File: src/rtl/uart_receiver.sv
// 8N1 UART receiver: the line is synchronised, a start bit is validated at mid-bit,
// each data bit is sampled at its centre, and the byte is presented with ready/error flags.
module uart_receiver #(
  parameter int OVERSAMPLE = 16
) (
  input  logic       clk_50m,
  input  logic       rst,
  input  logic       rx,
  input  logic       clken,
  input  logic       rdy_clr,
  output logic [7:0] data_out,
  output logic       rdy,
  output logic       frame_err,
  output logic       overrun,
  output logic       rx_busy
);

  localparam int CNT_W = $clog2(OVERSAMPLE);
  localparam logic [CNT_W-1:0] HALF_LAST = CNT_W'(OVERSAMPLE / 2 - 1);
  localparam logic [CNT_W-1:0] FULL_LAST = CNT_W'(OVERSAMPLE - 1);

  typedef enum logic [1:0] {
    IDLE,
    START,
    DATA,
    STOP
  } state_e;

  logic             rx_meta_q, rx_s_q;
  state_e           state_q, state_d;
  logic [CNT_W-1:0] sample_cnt_q, sample_cnt_d;
  logic [2:0]       bit_pos_q, bit_pos_d;
  logic [7:0]       shift_q, shift_d;
  logic [7:0]       data_q, data_d;
  logic             rdy_q, rdy_d;
  logic             frame_err_q, frame_err_d;
  logic             overrun_q, overrun_d;

  // Both stages reset high so that reset never looks like a start edge.
  always_ff @(posedge clk_50m or posedge rst) begin
    if (rst) begin
      rx_meta_q <= 1'b1;
      rx_s_q    <= 1'b1;
    end else begin
      // NOTE: non-blocking assignments let both stages sample the old value on the same edge.
      rx_meta_q <= rx;
      rx_s_q    <= rx_meta_q;
    end
  end

  always_comb begin
    // NOTE: every output of this block gets a default first, so no path can infer a latch.
    state_d      = state_q;
    sample_cnt_d = sample_cnt_q;
    bit_pos_d    = bit_pos_q;
    shift_d      = shift_q;
    data_d       = data_q;
    frame_err_d  = frame_err_q;
    rdy_d        = rdy_q & ~rdy_clr;
    overrun_d    = overrun_q & ~rdy_clr;

    if (clken) begin
      unique case (state_q)
        IDLE: begin
          if (!rx_s_q) begin
            state_d      = START;
            sample_cnt_d = '0;
          end
        end
        START: begin
          sample_cnt_d = sample_cnt_q + CNT_W'(1);
          if (sample_cnt_q == HALF_LAST) begin
            sample_cnt_d = '0;
            bit_pos_d    = '0;
            state_d      = rx_s_q ? IDLE : DATA;
          end
        end
        DATA: begin
          sample_cnt_d = sample_cnt_q + CNT_W'(1);
          if (sample_cnt_q == FULL_LAST) begin
            sample_cnt_d       = '0;
            shift_d[bit_pos_q] = rx_s_q;
            if (bit_pos_q == 3'd7) state_d = STOP;
            else                   bit_pos_d = bit_pos_q + 3'd1;
          end
        end
        STOP: begin
          sample_cnt_d = sample_cnt_q + CNT_W'(1);
          // Leaving at stop-bit centre keeps half a bit of margin for the next start edge.
          if (sample_cnt_q == FULL_LAST) begin
            sample_cnt_d = '0;
            state_d      = IDLE;
            if (rx_s_q) begin
              data_d      = shift_q;
              rdy_d       = 1'b1;
              frame_err_d = 1'b0;
              overrun_d   = overrun_q | (rdy_q & ~rdy_clr);
            end else begin
              frame_err_d = 1'b1;
            end
          end
        end
        default: state_d = IDLE;
      endcase
    end
  end

  always_ff @(posedge clk_50m or posedge rst) begin
    if (rst) begin
      // NOTE: the shift register is reset with the rest so a mid-frame reset leaves no partial byte.
      state_q      <= IDLE;
      sample_cnt_q <= '0;
      bit_pos_q    <= '0;
      shift_q      <= '0;
      data_q       <= '0;
      rdy_q        <= 1'b0;
      frame_err_q  <= 1'b0;
      overrun_q    <= 1'b0;
    end else begin
      state_q      <= state_d;
      sample_cnt_q <= sample_cnt_d;
      bit_pos_q    <= bit_pos_d;
      shift_q      <= shift_d;
      data_q       <= data_d;
      rdy_q        <= rdy_d;
      frame_err_q  <= frame_err_d;
      overrun_q    <= overrun_d;
    end
  end

  assign data_out  = data_q;
  assign rdy       = rdy_q;
  assign frame_err = frame_err_q;
  assign overrun   = overrun_q;
  assign rx_busy   = (state_q != IDLE);

endmodule

File: config.mk
export PLATFORM = sky130hd
export DESIGN_NAME = uart_receiver
export DESIGN_NICKNAME = d
export VERILOG_FILES = /design/src/rtl/uart_receiver.sv
export SDC_FILE = /design/constraint.sdc
export NUM_CORES = 1
export LEC_CHECK = 0
export ABC_AREA = 0
export BUFFER_PORTS_ARGS = -buffer_cell sky130_fd_sc_hd__buf_2
export CORE_UTILIZATION = 50
export CTS_BUF_LIST = sky130_fd_sc_hd__clkbuf_16
export CTS_CLUSTER_DIAMETER = 120
export DETAILED_ROUTE_END_ITERATION = 10
export PLACE_DENSITY = 0.75
export SLEW_MARGIN = 20
export SYNTH_ARGS = -nofsm -noshare
export SYNTH_HDL_FRONTEND = slang
export SYNTH_SLANG_ARGS = --single-unit
File: constraint.sdc
create_clock -name clk_50m -period 2.42 [get_ports clk_50m]
set_input_delay 0.484 -clock clk_50m [delete_from_list [all_inputs] [get_ports clk_50m]]
set_output_delay 0.484 -clock clk_50m [all_outputs]
set_load 0.02 [all_outputs]
Word level (Yosys, flattened, before mapping)
Cells that the tools add are included.
{"block": "totals", "ff_bits": 30, "inputBits": 5, "output_inout_bits": 12, "word_cells": 68}
{"block": "op_classes", "add_sub_neg": 2, "order_cmp": 2, "eq_ne": 12, "muxes": 27, "bitwise": 4, "reduce_logical": 11}
{"op": "$mux 2", "n": 6}
{"op": "$mux 4", "n": 3}
{"op": "$ne 2x2->1 const B", "n": 6}
{"op": "$pmux 4 s3", "n": 1}
{"op": "$mux 1", "n": 10}
{"op": "$mux 3", "n": 3}
{"op": "$bwmux 8", "n": 1}
{"op": "$pmux 2 s4", "n": 1}
{"op": "$pmux 3 s2", "n": 1}
{"op": "$reduce_and 3->1", "n": 2}
{"op": "$reduce_and 6->1", "n": 1}
{"op": "$reduce_and 5->1", "n": 1}
{"op": "$add 4x1->4 const B", "n": 1}
{"op": "$eq 2x2->1 const B", "n": 2}
{"op": "$eq 4x3->1 const B", "n": 1}
{"op": "$eq 4x4->1 const B", "n": 1}
{"op": "$lt 3x4->1 const B", "n": 1}
{"op": "$reduce_and 4->1", "n": 1}
{"op": "$reduce_bool 2->1", "n": 2}
{"op": "$add 3x1->3 const B", "n": 1}
{"op": "$demux 1 s3", "n": 1}
{"op": "$eq 3x3->1 const B", "n": 1}
{"op": "$ge 3x1->1 const B", "n": 1}
{"op": "$and 1x1->1", "n": 2}
{"op": "7 further kinds", "n": 7}

Longest topological paths before layout
{"block": "depth", "word_depth": 7, "ltp_mapped": 6, "ltp_nobuf": 5}

Least setup slack after synthesis
OpenSTA, ideal clock, no wires.
{"block": "synth_path", "path_type": "flip-flop to flip-flop", "start": "register sample_cnt_q[0]", "end": "register shift_q[1]", "setup_ns": 0.125, "arrival_time_ns": 1.515, "t_required_ns": 2.295, "path_slack_ns": 0.780, "path_stages_with_launch": 6, "path_buffers": 0, "period_less_slack_ns": 1.640, "path_cell_list": "dfrtp_1 -> ha_1 -> and3_4 -> nand2_1 -> or3_1 -> mux2_4"}
{"block": "synth_between", "elab_chain_cells": 2}
{"item": "start, declared", "line": "31", "source": "logic [CNT_W-1:0] sample_cnt_q, sample_cnt_d;"}
{"item": "start signal, assigned", "line": "121", "source": "sample_cnt_q <= sample_cnt_d;"}
{"item": "$eq 4x4->1", "line": "80", "source": "if (sample_cnt_q == FULL_LAST) begin"}
{"item": "$reduce_and 3->1 (no source line)"}
{"item": "end signal, assigned", "line": "123", "source": "shift_q <= shift_d;"}
{"item": "end, declared", "line": "33", "source": "logic [7:0] shift_q, shift_d;"}
Every way passes these cells.
A chain may end at the register's enable or synchronous reset.

Worst setup path in the final report
{"block": "layout_path", "start": "register bit_pos_q[0]", "end": "register bit_pos_q[0]"}
{"block": "layout_between", "elab_chain_cells": 4, "elab_cells_between_ends": 7, "cone_classes": "add/sub: 1; eq/ne: 2; mux: 3; reduce/logical: 1"}
{"item": "start, declared", "line": "32", "source": "logic [2:0] bit_pos_q, bit_pos_d;"}
{"item": "start signal, assigned", "line": "122", "source": "bit_pos_q <= bit_pos_d;"}
{"item": "$add 3x1->3", "line": "84", "source": "else bit_pos_d = bit_pos_q + 3'd1;"}
{"item": "$mux 3", "line": "83", "source": "if (bit_pos_q == 3'd7) state_d = STOP;"}
{"item": "$mux 3", "line": "80"}
{"item": "$pmux 3 s2", "line": "63", "source": "unique case (state_q)"}
Several ways; a longest one is shown, not always the timed one. The select of a mux whose other input is x is not followed.

==> results by group <==
Status
  – Status: complete, no violations

Power
  – Pwr Density: about 1100 nW/um2
  – Switching power: roughly 520 uW
  – Comb power frac: 0.177
  – Flop pwr share: 0.391
  – Clock network power share: 0.431
  – LEAKAGE: between 0.0008 and 0.0009 uW
  – Sw Ratio: 0.283
  – Internal Dissipation: around 1300 uW
  – Max IR drop VDD: approximately 0.87 mV

Synth
  – Seq/Total Area, Yosys: 0.527
  – Synth top area share: 0.490
  – Top post-synthesis cells by count: dfrtp_1, mux2_2, nand2_1
  – EDFF count, synth: 0
  – Yosys cell types: 37
  – Area leader, netlist: dfrtp_1
  – Post-Synthesis Cells: about 120
  – Syn Std Cell Area: between 1000 and 1500 um2
  – Top-count cell post-synth: dfrtp_1
  – Syn. warnings: 0
  – Syn_area_per_cell: around 12 um2
  – Area contributors post-synth: dfrtp_1, mux2_2, dfstp_2, ha_1, nand2_1
  – Yosys reg bits: 30
  – Post-synth ARST share: 1.00
  – Post-synth net total: between 100 and 150
  – Main flop type after synthesis: dfrtp_1

Clock tree
  – Postcts setup bufs: 0
  – CTS root buffer: clkbuf_16
  – Worst-Skew Late Latency: about 0.28 ns
  – Sinks on Clock Net: 30
  – # hold bufs at CTS: 0
  – Post-CTS resize count: 0
  – CTS clk-pin slew, worst paths: 0.05 ns
  – CTS Buffer Depth: 2
  – Number of buffers created by CTS: 5
  – Htree depth: 2
  – CTS tree: yes

Detailed routing
  – WL final: roughly 2600 um
  – DRT iter0 DRCs: 13
  – Vias/cell: approximately 5.7
  – DRC viols: 0
  – Total number of vias: approximately 990
  – Drt pass-1 iters: 3
  – Post-DR wirelength/cell: ~15 um
  – Antenna-violating nets left: 0

Layout
  – Nets@finish: 149
  – Fraction of layout instances using a drive strength above 1: 0.331
  – Design area: between 1500 and 2000 um2
  – # diodes: 0
  – P&R area growth vs syn: 19.5%

Place
  – Cell Area, Placed: between 1500 and 2000 um2
  – # port buffers: 16
  – GP Congestion: between 0.8 and 0.9
  – Dpl hpwl: around 1800 um

Worst hold path
  – Hold Crit Class: in2async

Global routing
  – First-pass GRT wire length: roughly 4500 um
  – Largest net degree at the start of global routing: 17
  – Number of global-route vias before repair: around 950
  – Total grt overflow: 0
  – All-Layer GR Usage: 0.195
  – Initial antenna violation count: 0

Timing
  – Clock Skews: approximately 0.0047 ns
  – Final setup violation count: 0
  – Worst-Margin Slew: around 0.56 ns
  – Slew headroom: 0.620
  – Max Slew Vio Count: 0
  – Endpoints failing hold: 0
  – Post-layout min period: between 1.5 and 2 ns
  – RSZ-0062 raised after global routing: no
  – Maximum clock rate: between 0.5 and 0.6 GHz
  – Final Cycle Share: 0.811
  – Sum Neg Setup Slack: 0 ns

Critical path
  – Crit path kind: reg2reg
  – WP data required: between 2 and 3 ns
  – CP max stage cell: dfrtp_1
  – CP most frequent cell: ha_1
  – CP cell instances: ha_1 -> ha_1 -> nor3_1 -> o21ai_0 -> mux2_2
  – CP max FO: 10
  – CP peak stage delay: ~0.5 ns
  – Worst setup EP type: flop
  – Nature of the critical path startpoint: flop
  – Arrival time worst endpoint: 2.11 ns

Floorplanning
  – Total core area: around 2700 um2
  – Die X: approximately 55 um
  – # IOs: 17
  – Die Ht: ~55 um
  – Die ar.: around 3100 um2
  – Site Rows: 19
  – Initial Util: 0.523

Job
  – Maxcap violations: 0
-- worst max-delay path: cells and delay by family, from the launching register on --
family	cells	cell delay (ns)
mux	1	0.41
flops	1	0.50
compound gates	1	0.46
fa+ha+maj	2	0.40
simple gates	1	0.06
-- routing by layer --
metal  vias up  track usage  part of all wire  routed length (um)
met1       478        0.230              0.43                1100
met5         -            0                 0                   0
met2        18        0.308              0.51                1330
li1        485            -                 -                   -
met4         0        0.114             0.028                  73
met3        10       0.0656             0.033                  86
-- through the flow --
step           hold slack (ns)  power, uW  setup slack (ns)  utilization  instances
6_report                 0.251       1830             0.458        0.625        173
5_1_grt                  0.297       1930             0.411        0.625        173
4_1_cts                  0.269       1850             0.485        0.625        173
3_5_place_dp             0.353       1040             0.544        0.556        165
3_3_place_gp             0.347       1020             0.689        0.556        165
2_1_floorplan            0.345        987             0.780            -        122
-- registers in the layout (all words and copies together), names as in the netlist, named ones only --
name,flops
bit_pos_q,3
data_out,8
frame_err,1
overrun,1
rdy,1
rx_meta_q,1
rx_s_q,1
sample_cnt_q,4
shift_q,8
state_q,1
-- final timing paths --
kind,start,to,slack [ns],cells after the start
max,bit_pos_q[0]$_DFFE_PP0P_,bit_pos_q[0]$_DFFE_PP0P_,0.46,5
min,rst,overrun$_DFF_PP0_,0.25,2
max reg2reg,bit_pos_q[0]$_DFFE_PP0P_,bit_pos_q[0]$_DFFE_PP0P_,0.46,5
min reg2reg,rx_meta_q$_DFF_PP1_,rx_s_q$_DFF_PP1_,0.36,0
max in group asynchronous,rst,data_out[3]$_DFFE_PP0P_,1.55,3
min in group clk_50m,rx,rx_meta_q$_DFF_PP1_,0.30,1
-- cell usage in the layout (no fill, tap or decap), types with 2 or more instances in the layout --
master and n:
clkbuf_16 5, nor2_1 4, ha_1 3, buf_4 2
nor4_1 2, a21oi_1 5, nand4_1 2, mux2i_1 3
a21o_1 2, nand3_1 5, dfrtp_1 28, nor3_1 4
bufinv_16 2, buf_2 16, mux2_4 2, nand2_1 9
o21ai_0 4, dfstp_2 2, mux2_2 14, inv_1 8
o31ai_1 2
-- cell type report --
class	instances	area, um2
inverter	8	30.0
multi-input combinational	78	602
sequential	30	753
tap	31	38.8
timing repair buffer	18	95.1
clock inverter	3	63.8
clock buffer	5	125
fill	219	1030
-- power by group through the flow --
stage / Combinational [uW] / Clock, uW / Sequential, uW
3_5_place_dp: 320 / 0 / 719
2_1_floorplan: 343 / 0 / 644
3_3_place_gp: 306 / 0 / 714
5_1_grt: 371 / 825 / 735
4_1_cts: 328 / 807 / 714
6_report: 326 / 791 / 718
-- cells by family (layout without fill, tap and decap cells) --
| logic type | after synthesis | after routing | share of synthesized area |
|---|---|---|---|
| muxes | 19 | 19 | 0.152 |
| AOI/OAI and AO/OA | 21 | 21 | 0.107 |
| DFF | 30 | 30 | 0.527 |
| and+or+nand+nor | 35 | 35 | 0.136 |
| buffers and inverters | 14 | 34 | 0.0517 |
| adders and majority gates | 3 | 3 | 0.0263 |
Power figures use the tool's default switching activity.
